==> src/rtl/keypad_pkg.sv <==
// Shared key codes, press FSM states and bit-vector helpers for the keypad front-end.
package keypad_pkg;

  // Key code = row*4 + col.
  localparam logic [3:0] KEY_1     = 4'h0;
  localparam logic [3:0] KEY_2     = 4'h1;
  localparam logic [3:0] KEY_3     = 4'h2;
  localparam logic [3:0] KEY_START = 4'h3;
  localparam logic [3:0] KEY_4     = 4'h4;
  localparam logic [3:0] KEY_5     = 4'h5;
  localparam logic [3:0] KEY_6     = 4'h6;
  localparam logic [3:0] KEY_B     = 4'h7;
  localparam logic [3:0] KEY_7     = 4'h8;
  localparam logic [3:0] KEY_8     = 4'h9;
  localparam logic [3:0] KEY_9     = 4'hA;
  localparam logic [3:0] KEY_C     = 4'hB;
  localparam logic [3:0] KEY_CLR   = 4'hC;
  localparam logic [3:0] KEY_0     = 4'hD;
  localparam logic [3:0] KEY_OK    = 4'hE;
  localparam logic [3:0] KEY_D     = 4'hF;

  typedef enum logic {
    IDLE = 1'b0,
    HELD = 1'b1
  } press_state_e;

  function automatic logic popcount_is_one(input logic [15:0] v);
    return (v != '0) && ((v & (v - 16'd1)) == '0);
  endfunction

  function automatic logic [3:0] onehot_to_code(input logic [15:0] v);
    logic [3:0] code;
    code = '0;
    for (int unsigned i = 0; i < 16; i++) begin
      if (v[i]) code = 4'(i);
    end
    return code;
  endfunction

endpackage

==> src/rtl/keypad_debounce.sv <==
// Whole-frame debouncer: accepts a 16-bit key snapshot once it has repeated
// DEBOUNCE_FRAMES times in a row.
module keypad_debounce
  import keypad_pkg::*;
#(
  parameter int unsigned DEBOUNCE_FRAMES = 8
) (
  input  logic        clk,
  input  logic        reset,
  input  logic [15:0] frame,
  input  logic        frame_done,
  output logic [15:0] deb,
  output logic        deb_upd
);

  localparam int unsigned CW = $clog2(DEBOUNCE_FRAMES + 1);
  localparam logic [CW-1:0] CNT_MAX = CW'(DEBOUNCE_FRAMES);

  logic [15:0]   prev_q, prev_d;
  logic [CW-1:0] cnt_q, cnt_d;
  logic [15:0]   deb_q, deb_d;
  logic          upd_q, upd_d;

  always_comb begin
    prev_d = prev_q;
    cnt_d  = cnt_q;
    deb_d  = deb_q;
    upd_d  = 1'b0;
    if (frame_done) begin
      prev_d = frame;
      if (frame == prev_q) begin
        cnt_d = (cnt_q == CNT_MAX) ? CNT_MAX : cnt_q + CW'(1);
      end else begin
        cnt_d = '0;
      end
      if (cnt_d == CNT_MAX) begin
        deb_d = frame;
        upd_d = 1'b1;
      end
    end
  end

  always_ff @(posedge clk) begin
    if (reset) begin
      prev_q <= '0;
      cnt_q  <= '0;
      deb_q  <= '0;
      upd_q  <= 1'b0;
    end else begin
      prev_q <= prev_d;
      cnt_q  <= cnt_d;
      deb_q  <= deb_d;
      upd_q  <= upd_d;
    end
  end

  assign deb     = deb_q;
  assign deb_upd = upd_q;

endmodule

==> src/rtl/keypad_scan_debounce.sv <==
// 4x4 matrix keypad scanner with whole-frame debounce and one-pulse-per-press
// outputs for the password-lock FSM.
module keypad_scan_debounce
  import keypad_pkg::*;
#(
  parameter int unsigned SCAN_DIV        = 1000,
  parameter int unsigned DEBOUNCE_FRAMES = 8
) (
  input  logic       clk,
  input  logic       reset,
  input  logic [3:0] col_n,
  output logic [3:0] row_n,
  output logic       in1,
  output logic       in2,
  output logic       in3,
  output logic       in4,
  output logic       in5,
  output logic       in6,
  output logic       in7,
  output logic       in8,
  output logic       in9,
  output logic       in0,
  output logic       ok,
  output logic       clr,
  output logic       start,
  output logic       key_valid,
  output logic [3:0] key_code
);

  localparam int unsigned DW = $clog2(SCAN_DIV);
  localparam logic [DW-1:0] DWELL_LAST = DW'(SCAN_DIV - 1);

  logic [3:0]    col_meta_q, col_meta_d;
  logic [3:0]    col_sync_q, col_sync_d;
  logic [DW-1:0] dwell_q, dwell_d;
  logic [1:0]    row_q, row_d;
  logic [15:0]   frame_q, frame_d;
  logic          frame_done;

  press_state_e  state_q, state_d;
  logic [3:0]    key_code_q, key_code_d;
  logic          key_valid_q, key_valid_d;

  logic [15:0]   deb;
  logic          deb_upd;

  // Synchronizer and row scanner.
  always_comb begin
    col_meta_d = col_n;
    col_sync_d = col_meta_q;
    dwell_d    = dwell_q + DW'(1);
    row_d      = row_q;
    frame_d    = frame_q;
    frame_done = 1'b0;
    if (dwell_q == DWELL_LAST) begin
      dwell_d                       = '0;
      row_d                         = row_q + 2'd1;
      frame_d[{row_q, 2'b00} +: 4]  = ~col_sync_q;
      frame_done                    = (row_q == 2'd3);
    end
  end

  // The debouncer sees the frame including the r3 sample taken this cycle.
  keypad_debounce #(
    .DEBOUNCE_FRAMES(DEBOUNCE_FRAMES)
  ) u_debounce (
    .clk       (clk),
    .reset     (reset),
    .frame     (frame_d),
    .frame_done(frame_done),
    .deb       (deb),
    .deb_upd   (deb_upd)
  );

  // Press FSM: one pulse per debounced single-key press, re-armed only by a debounced release.
  always_comb begin
    state_d     = state_q;
    key_code_d  = key_code_q;
    key_valid_d = 1'b0;
    if (deb_upd) begin
      unique case (state_q)
        IDLE: begin
          if (popcount_is_one(deb)) begin
            key_valid_d = 1'b1;
            key_code_d  = onehot_to_code(deb);
            state_d     = HELD;
          end else if (deb != '0) begin
            state_d = HELD;
          end
        end
        HELD: begin
          if (deb == '0) state_d = IDLE;
        end
        default: state_d = IDLE;
      endcase
    end
  end

  always_ff @(posedge clk) begin
    if (reset) begin
      col_meta_q  <= '1;
      col_sync_q  <= '1;
      dwell_q     <= '0;
      row_q       <= '0;
      frame_q     <= '0;
      state_q     <= IDLE;
      key_code_q  <= '0;
      key_valid_q <= 1'b0;
    end else begin
      col_meta_q  <= col_meta_d;
      col_sync_q  <= col_sync_d;
      dwell_q     <= dwell_d;
      row_q       <= row_d;
      frame_q     <= frame_d;
      state_q     <= state_d;
      key_code_q  <= key_code_d;
      key_valid_q <= key_valid_d;
    end
  end

  assign row_n     = ~(4'b0001 << row_q);
  assign key_valid = key_valid_q;
  assign key_code  = key_code_q;

  assign in1   = key_valid_q && (key_code_q == KEY_1);
  assign in2   = key_valid_q && (key_code_q == KEY_2);
  assign in3   = key_valid_q && (key_code_q == KEY_3);
  assign in4   = key_valid_q && (key_code_q == KEY_4);
  assign in5   = key_valid_q && (key_code_q == KEY_5);
  assign in6   = key_valid_q && (key_code_q == KEY_6);
  assign in7   = key_valid_q && (key_code_q == KEY_7);
  assign in8   = key_valid_q && (key_code_q == KEY_8);
  assign in9   = key_valid_q && (key_code_q == KEY_9);
  assign in0   = key_valid_q && (key_code_q == KEY_0);
  assign ok    = key_valid_q && (key_code_q == KEY_OK);
  assign clr   = key_valid_q && (key_code_q == KEY_CLR);
  assign start = key_valid_q && (key_code_q == KEY_START);

endmodule

==> config.mk <==
export PLATFORM = sky130hd
export DESIGN_NAME = keypad_scan_debounce
export DESIGN_NICKNAME = d
export VERILOG_FILES = /design/src/rtl/keypad_pkg.sv /design/src/rtl/keypad_debounce.sv /design/src/rtl/keypad_scan_debounce.sv
export SDC_FILE = /design/constraint.sdc
export NUM_CORES = 1
export LEC_CHECK = 0
export ABC_AREA = 1
export CAP_MARGIN = 10
export CORE_UTILIZATION = 54
export DETAILED_ROUTE_END_ITERATION = 10
export DONT_BUFFER_PORTS = 1
export PLACE_DENSITY = 0.71
export REMOVE_ABC_BUFFERS = 1
export SLEW_MARGIN = 20
export SYNTH_ARGS = -nofsm -noshare
export SYNTH_HDL_FRONTEND = slang
export SYNTH_SLANG_ARGS = --single-unit
export TNS_END_PERCENT = 30
==> constraint.sdc <==
create_clock -name clk -period 3.5 [get_ports clk]
set_input_delay 0.7 -clock clk [delete_from_list [all_inputs] [get_ports clk]]
set_output_delay 0.7 -clock clk [all_outputs]
set_load 0.005 [all_outputs]
-- Word level (Yosys, flattened, before mapping)
Index checks and enable logic that the tools add are counted.
- bits in registers: 79
- bits in latches: 0
- output and inout port bits: 22
- ROM bits: 0
- input port bits: 6
- word-level logic and storage cells: 93
- RAM bits: 0
- memories kept: 0
- mux-type cells: 27
- divide/modulo/power cells: 0
- eq/ne operators: 17
- multiply operators: 0
- $lt $le $gt $ge: 0
- bitwise logic cells: 6
- add/sub/neg operators: 5
- reductions and logical operators: 23
- shift operators: 3
- operator list (cell ; count):
    two-way mux 4 bit ; 17
    == test 4 bit (second input constant) ; 8
    logical NOT 16 bit ; 2
    bitwise AND 16 bit ; 1
    bitwise mux 16 bit ; 1
    == test 16 bit ; 1
    two-way mux 16 bit ; 1
    nonzero test 16 bit ; 1
    variable shift 4 x 6 -> 16 bit (first input constant) ; 1
    variable part select 4 x 6 -> 16 bit ; 1
    subtractor 16 x 1 -> 16 bit (second input constant) ; 1
    logical AND 1 bit ; 14
    == test 4 x 3 -> 1 bit (second input constant) ; 3
    adder 10 x 1 -> 10 bit (second input constant) ; 1
    == test 10 bit (second input constant) ; 1
    == test 4 x 2 -> 1 bit (second input constant) ; 2
    NOT 4 bit ; 2
    two-way mux 1 bit ; 7
    negation 4 -> 6 bit ; 1
    adder 4 x 1 -> 4 bit (second input constant) ; 1
    == test 4 x 1 -> 1 bit (second input constant) ; 1
    logical NOT 4 bit ; 1
    OR reduction 2 bit ; 2
    left shift 1 x 2 -> 4 bit (first input constant) ; 1
    7 further kinds ; 9

-- Longest topological paths before layout
- word-level depth: 15
- depth in mapped cells: 23
- gate-level depth less buffers: 20

-- Cells and area by module
From an unflattened synthesis, not the netlist that was laid out.
- cell total of the unflattened synthesis: 650
- area, all modules: 4332.9 µm²
- by module, submodules not included (module ; seq. area each (µm²) ; area an instance (µm²) ; times used ; cells each):
    keypad_scan_debounce ; 840.8 ; 2402.3 ; 1 ; 373
    keypad_debounce ; 740.7 ; 1930.6 ; 1 ; 277

-- Worst setup path before layout
OpenSTA, ideal clock, no wires.
- kind: register -> register
- start point: register row_q[0]
- end point: register u_debounce.deb_q[6] (netlist: u_debounce.deb[6])
- period minus slack after synthesis: 2.900 ns
- setup time: 0.113 ns
- path buffers: 3
- arrival: 2.787 ns
- slack: 0.600 ns
- data required time: 3.387 ns
- stages on the path, launching flop included: 21
- cell sequence: dfxtp_1 -> buf_2 -> clkinv_1 -> ha_1 -> buf_2 -> inv_2 -> nand2_2 -> nor2_1 -> nand2_1 -> nand3b_1 -> nand3_1 -> nand2_1 -> nor2_1 -> nand2_1 -> nor2_4 -> nand3b_1 -> nor2_2 -> buf_4 -> nand3_1 -> nand2_1 -> nor2_1
- cells in the longest elaborated chain, start to end: 9
- elaborated cells between the ends (all ways): 12
- those cells by class: add/sub: 1; eq/ne: 3; shift: 2; mux: 5; reduce/logical: 1
- RTL lines (what ; RTL line ; text):
    start, declared ; keypad_scan_debounce.sv:36 ; logic [1:0] row_q, row_d;
    start signal, assigned ; keypad_scan_debounce.sv:113 ; row_q <= row_d;
    negation 4 -> 6 bit ; keypad_scan_debounce.sv:58 ; frame_d[{row_q, 2'b00} +: 4] = ~col_sync_q;
    variable part select 4 x 6 -> 16 bit / variable shift 4 x 6 -> 16 bit (equally long branches) ; keypad_scan_debounce.sv:58 ;
    bitwise mux 16 bit ; keypad_scan_debounce.sv:58 ;
    two-way mux 16 bit ; keypad_scan_debounce.sv:55 ; if (dwell_q == DWELL_LAST) begin
    == test 16 bit ; keypad_debounce.sv:31 ; if (frame == prev_q) begin
    two-way mux 4 bit ; keypad_debounce.sv:31 ;
    two-way mux 4 bit ; keypad_debounce.sv:29 ; if (frame_done) begin
    == test 4 bit ; keypad_debounce.sv:36 ; if (cnt_d == CNT_MAX) begin
    AND reduction 2 bit (no source line) ; -- ;
    end signal, assigned ; keypad_debounce.sv:47 ; deb_q <= '0;
    end signal, assigned ; keypad_debounce.sv:52 ; deb_q <= deb_d;
    end, declared ; keypad_debounce.sv:21 ; logic [15:0] deb_q, deb_d;
Parallel ways exist; a longest one is shown, timed or not. The select of a mux whose other input is x is not followed.
A chain may end at the register's enable or synchronous reset.

-- Worst setup path in the final report
- start point: register row_q[1]
- end point: register u_debounce.deb_q[11] (netlist: u_debounce.deb[11])
Same word-level chain as after synthesis.

==> results.sh <==
export IMPL_synth_ff_type="dfxtp_1"
export IMPL_async_flop_share=0
export IMPL_slew_limit_headroom=0.618
export IMPL_critPathLaunchType="flop"
export IMPL_worstReg2RegEnd="u_debounce.deb[11]$_SDFFE_PP0P_"
export IMPL_dpl_cell_area_um2=4570
export IMPL_fin_worst_skew_ps=7.50
export IMPL_place_ws_ps=450
export IMPL_slew_viol_final=0
export IMPL_path_common_cell="nand2_1"
export IMPL_whs_path_depth=1
export IMPL_cts_reportedPaths_clkPinSlew_ps=80
export IMPL_ys_top_cells_by_count="nand2_1 (197), nor2_1 (112), inv_1 (82), dfxtp_1 (79), nand3_1 (66)"
export IMPL_r2r_slack_ps=370
export IMPL_drt_pass1_iterations=5
export IMPL_viasPerCell=5.34
export IMPL_antenna_found_initial=0
export IMPL_period_share=0.896
export IMPL_cp_required_ps=3750
export IMPL_overflow=0
export IMPL_io_pin_count=28
export IMPL_period_minus_slack_ps=3130
export IMPL_worst_hold_path_type="in2reg"
export IMPL_path_buf_inv=2
export IMPL_numCtsBuffers=9
export IMPL_ant_nets=0
export IMPL_drc=0
export IMPL_status="finished, final reports clean"
export IMPL_synth_cell_area_um2=4500
export IMPL_fin_util=0.606
export IMPL_rsz0062_at_grt="no"
export IMPL_critPathMaxStageDelay_ps=480
export IMPL_reg2reg_from="row_q[1]$_SDFFE_PP0N_"
export IMPL_dieArea_um2=8700
export IMPL_powerDensity_nw_per_um2=351
export IMPL_insertion_delay_ps=350
export IMPL_rows=32
export IMPL_wire_per_inst_um=13.3
export IMPL_grt_pass1_vias=3915
export IMPL_syn_area_per_cell_um2=6.44
export IMPL_die_h_um=93.3
export IMPL_core_area_um2=7890
export IMPL_synth_most_common_cell="nand2_1"
export IMPL_final_layout_size_suffix_gt1_frac=0.0914
export IMPL_area_delta_synth_final_pct=6.26
export IMPL_cp_slowest_cell="nor2_2"
export IMPL_drt_wl_total_um=10600
export IMPL_fin_ws_ps=365
export IMPL_final_cell_area_um2=4780
export IMPL_synth_edf_count=0
export IMPL_yosys_area_top_type="dfxtp_1"
export IMPL_ys_warnings_count=0
export IMPL_synth_cell_type_count=40
export IMPL_worstPathCellList="inv_1 -> ha_1 -> inv_1 -> nor2_1 -> nand3_1 -> nand2_1 -> nand2_1 -> nand2_1 -> nand2_1 -> nand2_1 -> nand2_1 -> nor2_1 -> nand2_1 -> nor2_4 -> nand3b_1 -> nor2_2 -> nand3_1 -> nand2_1 -> nor2_1"
export IMPL_min_from="reset"
export IMPL_crit_fanout=16
export IMPL_drv_cap=0
export IMPL_fin_nets=710
export IMPL_synth_seq_cells=79
export IMPL_rr_worst_depth=19
export IMPL_dp_hpwl_um=7890
export IMPL_tightest_slew_ps=573
export IMPL_fin_setup_tns_ps=0
export IMPL_setup_worst_path_end_class="flop"
export IMPL_grt_max_degree=39
export IMPL_fmax_mhz=319
export IMPL_netlist_area_leader_share=0.352
export IMPL_post_cts_buffers=0
export IMPL_clock_tree_buffer_depth=2
export IMPL_grtUsageTotal=0.261
export IMPL_die_w_um=93.3
export IMPL_crit_family="simple AND/OR/NAND/NOR gates"
export IMPL_hold_buffers=0
export IMPL_critical_path_arrival_ps=3390
export IMPL_grt_pass1_wl_um=17700
export IMPL_drtIter0Drc=253
export IMPL_whs_endpoint="u_debounce.prev_q[14]$_SDFFE_PP0P_"
export IMPL_synth_seq_area_share=0.352
export IMPL_gp_congestion=0.884
export IMPL_h_tree_depth=3
export IMPL_crit_type="reg2reg"
export IMPL_cts_tree="built"
export IMPL_finalHoldViolCount=0
export IMPL_io_buffer_count=0
export IMPL_syn_inst=698
export IMPL_start_util=0.570
export IMPL_netlist_top_cells_area="dfxtp_1 (35%), nand2_1 (16%), nor2_1 (9.3%)"
export IMPL_setup_viol=0
export IMPL_cts_resized=0
export IMPL_power_w=0.00168
export IMPL_p_leak_nw=2.12
export IMPL_diodes=0
export IMPL_ir_worst_vdd_uv=151
export IMPL_clockRootBuffer="clkbuf_8"
export IMPL_vias=4282
export IMPL_cts_sinks=79
## cells by family (layout without fill, tap and decap cells)
logic type | Yosys count | after routing | synth area share
AND/OR/NAND/NOR | 438 | 438 | 0.441
XOR/XNOR | 4 | 4 | 0.00779
buffers and inverters | 104 | 106 | 0.0929
flip-flops | 79 | 79 | 0.352
adder cells (fa/ha/maj) | 8 | 8 | 0.0223
AO/OA/AOI/OAI | 65 | 65 | 0.0846
## worst reg2reg max path, delay by kind of cell, from the launching register on
kind | cells | cell delay [ps]
AND/OR/NAND/NOR | 16 | 2100
flip-flops | 1 | 370
adder cells (fa/ha/maj) | 1 | 350
buffers and inverters | 2 | 210
## state kept, by name, summed over array words and instances, names as in the netlist, 4 cells and up
name	cells
key_code	4
u_debounce.prev_q	16
u_debounce.deb	16
col_sync_q	4
col_meta_q	4
frame_q	16
dwell_q	10
u_debounce.cnt_q	4
## stage by stage
step / hold WS, ps / std cells
3_5_place_dp: 399 / 787
6_report: 412 / 802
2_1_floorplan: 389 / 680
3_3_place_gp: 392 / 787
4_1_cts: 405 / 802
5_1_grt: 398 / 802
## power by group
group	leakage, nW	internal, W	switching, W	total [W]
clock network	0.109	0.000415	0.000323	0.000739
registers	0.639	0.000905	0.00000437	0.000909
logic	1.37	0.0000107	0.0000176	0.0000283
## per-layer routing
metal	up-vias	wire, µm	share of wire	global-route usage
li1	2194	-	-	-
met1	1968	4880	0.46	0.320
met2	101	5030	0.47	0.444
met3	19	440	0.041	0.0407
met4	0	292	0.027	0.128
met5	-	0	0	0
## final cells by class
| class | instances | area, µm² |
|---|---|---|
| fillers | 765 | 3110 |
| clock inverters | 4 | 70.1 |
| inverters | 86 | 323 |
| multi-input cells | 515 | 2500 |
| clock buffers | 11 | 141 |
| repair buffers | 5 | 37.5 |
| flip-flops and latches | 79 | 1580 |
| well taps | 102 | 128 |
## worst max path at each step
stage	from	end	slack, ps	depth (start not counted)
floorplan	row_q[0]$_SDFFE_PP0N_	u_debounce.deb[0]$_SDFFE_PP0P_	550	17
global placement	row_q[1]$_SDFFE_PP0N_	u_debounce.deb[1]$_SDFFE_PP0P_	510	19
detailed placement	row_q[1]$_SDFFE_PP0N_	u_debounce.deb[5]$_SDFFE_PP0P_	450	19
CTS	row_q[1]$_SDFFE_PP0N_	u_debounce.deb[10]$_SDFFE_PP0P_	410	19
global route	row_q[1]$_SDFFE_PP0N_	u_debounce.deb[14]$_SDFFE_PP0P_	2	19
finish	row_q[1]$_SDFFE_PP0N_	u_debounce.deb[11]$_SDFFE_PP0P_	370	19
## cells in the final DEF (no fill, tap or decap), types with 2 or more instances in the layout
| master | Yosys | layout |
|---|---|---|
| o21ai_0 | 21 | 21 |
| buf_4 | 1 | 5 |
| nand3_2 | 2 | 2 |
| inv_1 | 82 | 82 |
| nor2_2 | 5 | 5 |
| o211ai_1 | 10 | 10 |
| clkbuf_8 | 0 | 10 |
| nand2_2 | 12 | 12 |
| nand3b_1 | 7 | 7 |
| bufinv_16 | 0 | 2 |
| a211oi_1 | 4 | 4 |
| nor2_8 | 2 | 2 |
| a21oi_1 | 23 | 23 |
| xor2_1 | 4 | 4 |
| clkinv_2 | 0 | 2 |
| o21a_1 | 2 | 2 |
| nand3_1 | 66 | 66 |
| or2_2 | 10 | 10 |
| inv_2 | 3 | 3 |
| nor2_1 | 112 | 112 |
| nand4_1 | 4 | 4 |
| nor2_4 | 8 | 8 |
| nor3_1 | 7 | 7 |
| dfxtp_1 | 79 | 79 |
| ha_1 | 8 | 8 |
| nand2_1 | 197 | 197 |
Note: power is estimated with default switching activity, not from simulation.
